==> config.mk <==
export PLATFORM = sky130hd
export DESIGN_NAME = fetch_unit
export DESIGN_NICKNAME = d
export VERILOG_FILES = /design/src/rtl/fetch_unit_pkg.sv /design/src/rtl/fetch_unit_fifo.sv /design/src/rtl/fetch_unit.sv
export SDC_FILE = /design/constraint.sdc
export NUM_CORES = 1
export LEC_CHECK = 0
export CORE_UTILIZATION = 54
export DETAILED_ROUTE_END_ITERATION = 10
export HOLD_SLACK_MARGIN = 0.12
export MAX_ROUTING_LAYER = met4
export PLACE_DENSITY = 0.9
export SETUP_SLACK_MARGIN = 0.05
export SLEW_MARGIN = 5
export SYNTH_ARGS = -nofsm -noshare
export SYNTH_HDL_FRONTEND = slang
export SYNTH_HIERARCHICAL = 1
export SYNTH_SLANG_ARGS = --single-unit
==> constraint.sdc <==
create_clock -name clk -period 11.08 [get_ports clk]
set_input_delay 2.216 -clock clk [delete_from_list [all_inputs] [get_ports clk]]
set_output_delay 2.216 -clock clk [all_outputs]
set_load 0.005 [all_outputs]
==> src/rtl/fetch_unit_pkg.sv <==
// Shared fetch definitions: NOP encoding, fetch FSM states and the buffered entry layout.
`ifndef INST_NOP
`define INST_NOP 32'h0000_0013
`endif

package fetch_unit_pkg;
  localparam logic [31:0] INST_NOP_WORD = `INST_NOP;
  localparam int unsigned ENTRY_W = 65;

  typedef enum logic [1:0] {
    REQ  = 2'd0,
    WAIT = 2'd1,
    DROP = 2'd2,
    HALT = 2'd3
  } fetch_state_t;

  typedef struct packed {
    logic [31:0] pc;
    logic [31:0] inst;
    logic        fault;
  } fetch_entry_t;
endpackage

==> src/rtl/fetch_unit_fifo.sv <==
// Small synchronous FIFO holding fetched {pc, inst, fault} entries; storage is not reset.
module fetch_fifo #(
  parameter int DATA_W = 65,
  parameter int DEPTH  = 2,
  localparam int PTR_W = $clog2(DEPTH),
  localparam int CNT_W = PTR_W + 1
) (
  input  logic              clk,
  input  logic              rst,
  input  logic              flush,
  input  logic              push,
  input  logic              pop,
  input  logic [DATA_W-1:0] din,
  output logic [DATA_W-1:0] dout,
  output logic [CNT_W-1:0]  count
);
  logic [DATA_W-1:0] mem [DEPTH];
  logic [PTR_W-1:0]  rd_ptr;
  logic [PTR_W-1:0]  wr_ptr;

  always_ff @(posedge clk or posedge rst) begin
    if (rst) begin
      rd_ptr <= '0;
      wr_ptr <= '0;
      count  <= '0;
    end else if (flush) begin
      rd_ptr <= '0;
      wr_ptr <= '0;
      count  <= '0;
    end else begin
      if (push) wr_ptr <= wr_ptr + PTR_W'(1);
      if (pop)  rd_ptr <= rd_ptr + PTR_W'(1);
      case ({push, pop})
        2'b10:   count <= count + CNT_W'(1);
        2'b01:   count <= count - CNT_W'(1);
        default: count <= count;
      endcase
    end
  end

  always_ff @(posedge clk) begin
    if (push && !flush) mem[wr_ptr] <= din;
  end

  assign dout = mem[rd_ptr];
endmodule

==> src/rtl/fetch_unit.sv <==
// Instruction fetch: PC register, single-outstanding request FSM with credit, redirect/flush handling.
module fetch_unit
  import fetch_unit_pkg::*;
#(
  parameter logic [31:0] RESET_PC   = 32'h8000_0000,
  parameter int          FIFO_DEPTH = 2
) (
  input  logic        clk,
  input  logic        rst,
  output logic        imem_req_valid,
  input  logic        imem_req_ready,
  output logic [31:0] imem_req_addr,
  input  logic        imem_resp_valid,
  input  logic [31:0] imem_resp_data,
  input  logic        imem_resp_err,
  input  logic        redirect_valid,
  input  logic [31:0] redirect_pc,
  output logic        inst_valid,
  input  logic        inst_ready,
  output logic [31:0] inst_o,
  output logic [31:0] inst_pc,
  output logic        inst_fault
);
  localparam int CNT_W = $clog2(FIFO_DEPTH) + 1;
  localparam logic [CNT_W:0] DEPTH_L = FIFO_DEPTH[CNT_W:0];

  fetch_state_t     state;
  logic [31:0]      pc;
  logic [31:0]      redirect_aligned;
  logic [CNT_W-1:0] count;
  logic [CNT_W:0]   pending;
  logic             credit;
  logic             req_fire;
  logic             push;
  logic             deq;
  fetch_entry_t     enq;
  fetch_entry_t     head;

  // Credit counts buffered entries plus the one response still owed by memory.
  assign pending          = {1'b0, count} + {{CNT_W{1'b0}}, (state == WAIT)};
  assign credit           = pending < DEPTH_L;
  assign redirect_aligned = redirect_pc & 32'hFFFF_FFFC;

  assign imem_req_valid = !rst && (state == REQ) && credit;
  assign imem_req_addr  = pc;
  assign req_fire       = imem_req_valid && imem_req_ready;
  assign push           = (state == WAIT) && imem_resp_valid && !redirect_valid;
  assign deq            = inst_valid && inst_ready;

  assign enq = '{pc: pc, inst: imem_resp_data, fault: imem_resp_err};

  always_ff @(posedge clk or posedge rst) begin
    if (rst) begin
      state <= REQ;
      pc    <= {RESET_PC[31:2], 2'b00};
    end else if (redirect_valid) begin
      pc <= redirect_aligned;
      // A response is still owed if one was just requested or none has arrived yet.
      if (req_fire || (((state == WAIT) || (state == DROP)) && !imem_resp_valid))
        state <= DROP;
      else
        state <= REQ;
    end else begin
      case (state)
        REQ: if (req_fire) state <= WAIT;
        WAIT: begin
          if (imem_resp_valid) begin
            if (imem_resp_err) begin
              state <= HALT;
            end else begin
              pc    <= pc + 32'd4;
              state <= REQ;
            end
          end
        end
        DROP: if (imem_resp_valid) state <= REQ;
        HALT: state <= HALT;
        default: state <= REQ;
      endcase
    end
  end

  fetch_fifo #(
    .DATA_W (ENTRY_W),
    .DEPTH  (FIFO_DEPTH)
  ) u_fifo (
    .clk   (clk),
    .rst   (rst),
    .flush (redirect_valid),
    .push  (push),
    .pop   (deq),
    .din   (enq),
    .dout  (head),
    .count (count)
  );

  assign inst_valid = (count != '0);
  assign inst_o     = (inst_valid && !head.fault) ? head.inst : INST_NOP_WORD;
  assign inst_pc    = inst_valid ? head.pc : 32'h0;
  assign inst_fault = inst_valid && head.fault;
endmodule

# Word-level counts from Yosys, hierarchy flattened
# Memory sizes are Yosys's and may differ from the RTL's.
# Index checks and enable logic that the tools add are counted.
[totals] ff_bits=38 latchBits=0 ram_bits=130 mem_bits_ro=0 input_bits=71 output_inout_bits=99 elab_cells=68 memories=1
[mem_list] name="u_fifo.mem" depth=2 word_bits=65 rd=1 rd_ports_with_merged_regs=0 wr=1 line_no="fetch_unit_fifo.sv:17" text="logic [DATA_W-1:0] mem [DEPTH];"
[classes] add_sub_neg=6 mul=0 div=0 n_lt_le_gt_ge=1 eq_ne=9 shifts=0 mux=21 n_bitwise=0 n_reduce_logical=25
[op_table] op="32-bit 2-to-1 mux" count=6
[op_table] op="32-bit by 3-bit adder with 32-bit output, second input constant" count=1
[op_table] op="2-bit 2-to-1 mux" count=7
[op_table] op="1-bit logical AND" count=10
[op_table] op="2-bit nonzero test" count=5
[op_table] op="3-bit != test, second input constant" count=3
[op_table] op="2-bit one-hot mux with 4 select lines" count=1
[op_table] op="2-bit == test, second input constant" count=3
[op_table] op="1-bit 2-to-1 mux" count=6
[op_table] op="3-bit AND reduction" count=2
[op_table] op="2-bit by 1-bit == test with 1-bit output, second input constant" count=2
[op_table] op="1-bit zero test" count=4
[op_table] op="2-bit one-hot mux with 2 select lines" count=1
[op_table] op="2-bit by 1-bit adder with 3-bit output" count=1
[op_table] op="3-bit by 2-bit < comparator with 1-bit output, second input constant" count=1
[op_table] op="3-bit nonzero test" count=1
[op_table] op="1-bit adder, second input constant" count=2
[op_table] op="2-bit by 1-bit adder with 2-bit output, second input constant" count=1
[op_table] op="2-bit zero test" count=1
[op_table] op="1-bit logical OR" count=2
[op_table] op="2-bit by 1-bit != test with 1-bit output, second input constant" count=1
[op_table] op="2-bit by 1-bit subtractor with 2-bit output, second input constant" count=1

# Logic depth before layout (Yosys ltp)
# Gate-level depths: netlist (run 1).
[depth] depth_word=8 mapped_depth=7 mapped_depth_nobuf=6

# Hierarchy
# The synthesis (run 1) kept the hierarchy.
[modules_own_cells] module="fetch_fifo" instances=1 cells_per_inst=222 area_per_inst_um2=5054.8 seq_area_each_um2=4003.8
[modules_own_cells] module="fetch_unit" instances=1 cells_per_inst=334 area_per_inst_um2=2588.7 seq_area_each_um2=802.0

# Least setup slack after synthesis (run 1)
# OpenSTA, ideal clock, no wires.
[synth_path] kind="in2reg" start="input redirect_valid" end="memory u_fifo.mem[0][0], enable pin" setup_ns=0.583 arrival_ns=7.571 required_time_ns=10.497 slack_ns=2.926 cell_stages=4 n_path_buf=1 cell_sequence="clkbuf_1 -> inv_1 -> and3_1 -> nor3b_1"
[synth_between] elab_chain_len=5
[synth_rtl] item="start, declared" line_no="fetch_unit.sv:16" text="input logic redirect_valid,"
[synth_rtl] item="1-bit zero test" line_no="fetch_unit.sv:47" text="assign push = (state == WAIT) && imem_resp_valid && !redirect_valid;"
[synth_rtl] item="1-bit logical AND" line_no="fetch_unit.sv:47"
[synth_rtl] item="via push" line_no="fetch_unit.sv:34" text="logic push;"
[synth_rtl] item="1-bit logical AND" line_no="fetch_unit_fifo.sv:42" text="if (push && !flush) mem[wr_ptr] <= din;"
[synth_rtl] item="1-bit 2-to-1 mux" line_no="fetch_unit_fifo.sv:42"
[synth_rtl] item="1-bit 2-to-1 mux (not written as such)" line_no="fetch_unit_fifo.sv:42"
[synth_rtl] item="end, declared" line_no="fetch_unit_fifo.sv:17"
# The timed path passes the listed nets, and every way through them passes these cells.

# Worst setup path after layout (run 1)
[layout_path] start="input rst" end="output imem_req_valid"
[layout_between] elab_chain_len=3
[layout_rtl] item="start, declared" line_no="fetch_unit.sv:9" text="input logic rst,"
[layout_rtl] item="1-bit zero test (no line)"
[layout_rtl] item="1-bit logical AND (2 in a row)" line_no="fetch_unit.sv:44" text="assign imem_req_valid = !rst && (state == REQ) && credit;"
[layout_rtl] item="end, declared" line_no="fetch_unit.sv:10" text="output logic imem_req_valid,"
# No other way between the ends.

==> results.yml, run 1 <==
run_status:
  outcome: "completed"
clock_tree:
  cts_tree: "done"
  holdBufCountCts: 0
  cts_resized: 0
  clock_latency_ns: 0.42
  clkTransAtPathRegs_ns: 0.06
  cts_root_buffer: "clkbuf_16"
  clkSinkCount: 166
  cts_buffers: 17
  htreeDepth: 4
  post_cts_buffers: 0
  clock_path_buffers: 2
cells_and_area:
  layout-drive-gt1-share_pct: 15.1
  final_common_cell: "clkdlybuf4s50_1"
  nNetsFinal: 796
  fin_cells: 913
  final_area_um2: 10000
  diodes: 0
  synthToLayoutAreaGrowth_pct: 30.9
  mostFrequentLayoutCells: "clkdlybuf4s50_1 (165), edfxtp_1 (130), nor2b_1 (40), mux2_4 (40), dfrtp_1 (34)"
grt:
  grtUsageTotal_pct: 24.7
  grt.overflow.total: 0
  grt_max_degree: 67
  antenna_found_initial: 0
  grt_pass1_vias: 5234
  grt_pass1_wl_um: 26700
timing:
  worstMarginPinSlew_ns: 1.12
  fin_crit_ns: 6.13
  fin_hold_ws_ns: 0.564
  hold_viol: 0
  finalSetupTns_ns: 0
  slew_violations: 0
  fmax_ghz: 0.163
  max_slew_margin_pct: 25.1
  rsz0062_at_grt: "no"
  finalCritPeriodShare_pct: 55.4
  setup_viol: 0
  finClkSkew_ns: 0.0144
detailed_routing:
  avgRoutedWirePerCell_um: 19.0
  finalWirelength_um: 17300
  via_per_inst: 5.87
  final_antenna_net_count: 0
  drt_iter0_markers: 575
  firstDrtPassIters: 6
  drc: 0
  vias: 5363
setup_path:
  reg2reg_from: "state[1]$_DFFE_PP0P_"
  reg2reg_slack_ns: 8.20
  worstPathArrival_ns: 3.92
  startpoint_type: "input pin"
  path_cells: "clkdlybuf4s50_1 > inv_1 > buf_4 > and3_1 > clkdlybuf4s50_1"
  r2r_cells: 5
  reg2reg_to: "u_fifo/mem[1][52]$_DFFE_PP_"
  crit_slowest_cell: "clkdlybuf4s50_1"
  critPathRequiredTime_ns: 8.86
  path_class: "in2out"
  slowest_delay_ns: 0.52
  crit_path_max_fanout: 34
  cp_top_family: "buffers and inverters"
  crit_buf_inv: 4
  crit_top_cell: "clkdlybuf4s50_1"
  endpoint: "imem_req_valid"
  crit_path_end_kind: "primary output"
  crit_start: "rst"
  cp_num_cells: 5
floorplan:
  dieHeight_um: 121
  start_util_pct: 55.3
  core-area_um2: 13800
  ios: 170
  die-width_um: 121
  die_area_um2: 14600
  num_rows: 43
placed_design:
  io_buffers: 165
  hpwl_um: 11500
  place_congestion: 0.859
  placedCellCount: 881
  dpl-instance-area_um2: 9440
yosys:
  ys_seq_area_share_pct: 62.9
  synth_edf_count: 130
  ys.flop_type: "edfxtp_1"
  postSynth.asyncResetShare_pct: 21.7
  syn_inst: 556
  syn_avg_cell_area_um2: 13.7
  yosysUniqueCellTypes: 49
  synth_seq_cells: 166
  synthesis.area_um2: 7640
  synth_warnings: 6
power_and_ir_drop:
  p_total_mw: 1.76
  powerDensity_nw_per_um2: 176
  leakage_nw: 3.50
  peakVddDrop_mv: 0.0949
min_path:
  min_path_type: "reg2reg"
  min_from: "imem_req_addr[22]$_DFFE_PP0P_"
run:
  cap_violations: 0
-- logic make-up (layout without fill, tap and decap cells) --
kind of cell    Yosys count  after routing  synth area share (%)
flops                   166            166                  62.9
buf+inv                  42            214                  2.70
xor+xnor                 14             14                  1.60
other cells               1              6                0.0491
compound gates           61             61                  5.11
fa+ha+maj                 5              5                 0.818
mux                      66             66                  11.7
simple gates            201            201                  15.2
-- registers in the layout, indices dropped and copies added (netlist names) --
register       flops
u_fifo/mem       130
u_fifo/count       2
state              2
imem_req_addr     30
u_fifo/rd_ptr      1
u_fifo/wr_ptr      1
-- through the flow --
stage / setup slack, ns / util [%]
2_1_floorplan: 2.93 / -
3_3_place_gp: 4.99 / 68.2
3_5_place_dp: 4.96 / 68.2
4_1_cts: 4.94 / 72.4
5_1_grt: 4.85 / 72.4
6_report: 4.95 / 72.4
-- report_power, final --
part	internal, mW	switching [mW]	total, mW
Clock	0.316	0.250	0.566
Sequential	0.702	0.0689	0.771
Combinational	0.265	0.158	0.423
Total	1.28	0.477	1.76
-- layout make-up --
cell class,instances,area [um2]
Clock buffer,18,429
Clock inverter,14,139
Fill cell,919,3820
Inverter,11,41.3
Multi-Input combinational cell,353,2660
Sequential cell,166,4810
Tap cell,180,225
Timing Repair Buffer,171,1700
-- worst min-delay path by stage --
| stage | end | depth (start not counted) |
|---|---|---|
| 2_1_floorplan | u_fifo/mem[0][56]$_DFFE_PP_ | 0 |
| 3_3_place_gp | u_fifo/mem[1][55]$_DFFE_PP_ | 0 |
| 3_5_place_dp | u_fifo/mem[0][55]$_DFFE_PP_ | 0 |
| 4_1_cts | u_fifo/mem[0][55]$_DFFE_PP_ | 0 |
| 5_1_grt | u_fifo/mem[1][64]$_DFFE_PP_ | 0 |
| 6_report | u_fifo/mem[1][55]$_DFFE_PP_ | 0 |
-- per-layer routing --
metal  part of all wire [%]  global-route usage, %  up-vias  wire [um]
met2                     51                   41.7      321       8810
met4                    2.4                   9.41        0        418
li1                       -                      -     2403          -
met3                    7.4                   4.32       53       1270
met5                      0                      -        -          0
met1                     39                   29.8     2586       6810
-- cells in the mapped netlist (10+ instances only) --
cell	instances	share of area, %
inv_1	11	0.54
and2_1	30	2.5
dfrtp_1	35	11
nand4_1	15	1.2
xnor2_1	10	1.1
o21ai_0	17	1.1
nand2_1	24	1.2
nor2b_1	40	3.3
a31oi_1	12	0.98
clkbuf_1	19	0.93
mux2_4	40	7.9
mux2_2	25	3.7
edfxtp_1	130	51
nand3_1	17	1.1
o31ai_1	13	1.3
nor2_1	22	1.1
(Power assumes the default switching activity.)
==> run 2, diff against run 1 <==
- CORE_UTILIZATION: 54 -> 46
- PLACE_DENSITY: 0.9 -> 0.82
- clock period: 11.08 -> 5.54 ns (I/O delays scaled with it)
==> run 2 against run 1 <==
Net effect:
- flip-flop and latch count stayed put
- highest routed layer unchanged
- clock skew is 0.0079 ns lower
- cell count is 4.1% higher
- register-to-register slack worse by 5.4 ns
- clock power is 94% higher
- largest cell class unchanged
- routed wire length is 0.23% lower
- critical path depth is 1 lower
- critical path type is now reg2out
- hold slack better by 0.014 ns
- via count is 3.3% lower
- global-route usage is 3.5 points lower
==> results.yml, run 2 (same netlist as run 1, synthesis figures left out) <==
timing:
  finalSetupTns_ns: 0
  finClkSkew_ns: 0.00647
  fin_ws_ns: 1.61
  setup_viol: 0
  fmax_ghz: 0.255
  rsz0062_at_grt: "no"
  fin_hold_ws_ns: 0.578
  max_slew_margin_pct: 33.6
  fin_crit_ns: 3.93
  worstMarginPinSlew_ns: 0.988
  hold_viol: 0
  slew_violations: 0
  finalCritPeriodShare_pct: 70.9
setup_path:
  path_class: "reg2out"
  reg2reg_slack_ns: 2.85
  critPathRequiredTime_ns: 4.43
  startpoint_type: "flip-flop"
  reg2reg_to: "u_fifo/mem[1][16]$_DFFE_PP_"
  crit_buf_inv: 2
  r2r_cells: 5
  slowest_delay_ns: 0.92
  worstPathArrival_ns: 2.82
  crit_path_end_kind: "primary output"
  reg2reg_from: "state[1]$_DFFE_PP0P_"
  cp_top_family: "buffers and inverters"
  crit_path_max_fanout: 46
  path_cells: "buf_4 > mux2_2 > nor2b_1 > clkdlybuf4s50_1"
  crit_slowest_cell: "dfrtp_4"
detailed_routing:
  drt_iter0_markers: 488
  final_antenna_net_count: 0
  avgRoutedWirePerCell_um: 18.2
  vias: 5188
  finalWirelength_um: 17300
  via_per_inst: 5.46
  firstDrtPassIters: 5
  drc: 0
floorplan:
  num_rows: 46
  start_util_pct: 47.6
  dieHeight_um: 131
  ios: 170
  die-width_um: 131
  core-area_um2: 16100
  die_area_um2: 17100
grt:
  grt_pass1_vias: 5187
  grt_pass1_wl_um: 26100
  grtUsageTotal_pct: 21.3
  grt_max_degree: 58
  grt.overflow.total: 0
  antenna_found_initial: 0
cells_and_area:
  final_area_um2: 10000
  fin_util_pct: 62.5
  layout-drive-gt1-share_pct: 14.7
  final_common_cell: "clkdlybuf4s50_1"
  diodes: 0
  largest_reg_flops: 130
  fin_cells: 950
  synthToLayoutAreaGrowth_pct: 31.4
  largest-register: "u_fifo/mem"
  mostFrequentLayoutCells: "clkdlybuf4s50_1 (164), edfxtp_1 (130), nor2b_1 (40), mux2_4 (40), dfrtp_1 (34)"
  nNetsFinal: 797
  fillers: 1168
min_path:
  min_path_type: "reg2reg"
  hold_depth: 0
  min_from: "imem_req_addr[31]$_DFFE_PP1P_"
  hold_end: "u_fifo/mem[0][64]$_DFFE_PP_"
clock_tree:
  cts_resized: 0
  holdBufCountCts: 0
  htreeDepth: 4
  cts_root_buffer: "clkbuf_16"
  cts_buffers: 17
  cts_tree: "done"
  clkTransAtPathRegs_ns: 0.06
  post_cts_buffers: 0
  clock_latency_ns: 0.42
  clkSinkCount: 166
  clock_path_buffers: 2
power_and_ir_drop:
  leakage_nw: 3.49
  peakVddDrop_mv: 0.249
  powerDensity_nw_per_um2: 347
  p_total_mw: 3.49
placed_design:
  placedCellCount: 918
  place_ws_ns: 1.44
  dpl-instance-area_um2: 9490
  place_congestion: 0.864
  hpwl_um: 11800
  io_buffers: 165
run:
  cap_violations: 0
run_status:
  outcome: "completed"
[run 2: cell types whose count changed in the layout (fill, tap and decap cells not counted), moves of 2 or more]
cell | previous run | this run
inv_6 | 6 | 0
clkinv_2 | 1 | 3
clkbuf_1 | 1 | 5
inv_8 | 2 | 0
[run 2: power by group]
| group | internal (mW) | total, mW | switching, mW |
|---|---|---|---|
| clock | 0.658 | 1.10 | 0.443 |
| combinational | 0.527 | 0.860 | 0.333 |
| sequential | 1.41 | 1.53 | 0.121 |
[run 2: layout make-up]
class                           instances  area [um2]  share of cell area [%]
Clock buffer                           22         444                    4.42
Clock inverter                         10         106                    1.06
Inverter                               11        41.3                   0.411
Multi-Input combinational cell        353        2670                    26.6
Sequential cell                       166        4810                    47.9
Tap cell                              216         270                    2.69
Timing Repair Buffer                  172        1700                    16.9
[run 2: how the worst max path moves through the flow]
| stage | start | slack (ns) | to | cells past startpoint |
|---|---|---|---|---|
| CTS | u_fifo/rd_ptr$_DFFE_PP0P_ | 1.53 | inst_pc[15] | 4 |
| global route | u_fifo/rd_ptr$_DFFE_PP0P_ | 1.42 | inst_o[23] | 5 |
| global placement | redirect_valid | 1.55 | u_fifo/mem[1][13]$_DFFE_PP_ | 5 |
| floorplan | redirect_valid | 0.82 | u_fifo/mem[0][0]$_DFFE_PP_ | 4 |
| finish | u_fifo/rd_ptr$_DFFE_PP0P_ | 1.61 | inst_pc[7] | 4 |
| detailed placement | redirect_valid | 1.44 | u_fifo/mem[1][13]$_DFFE_PP_ | 5 |
[run 2: metal layers]
layer,global-route usage [%],part of all wire [%]
met1,25.0,42
met2,35.0,50
met3,5.37,6.7
met4,8.52,2.0
met5,-,0
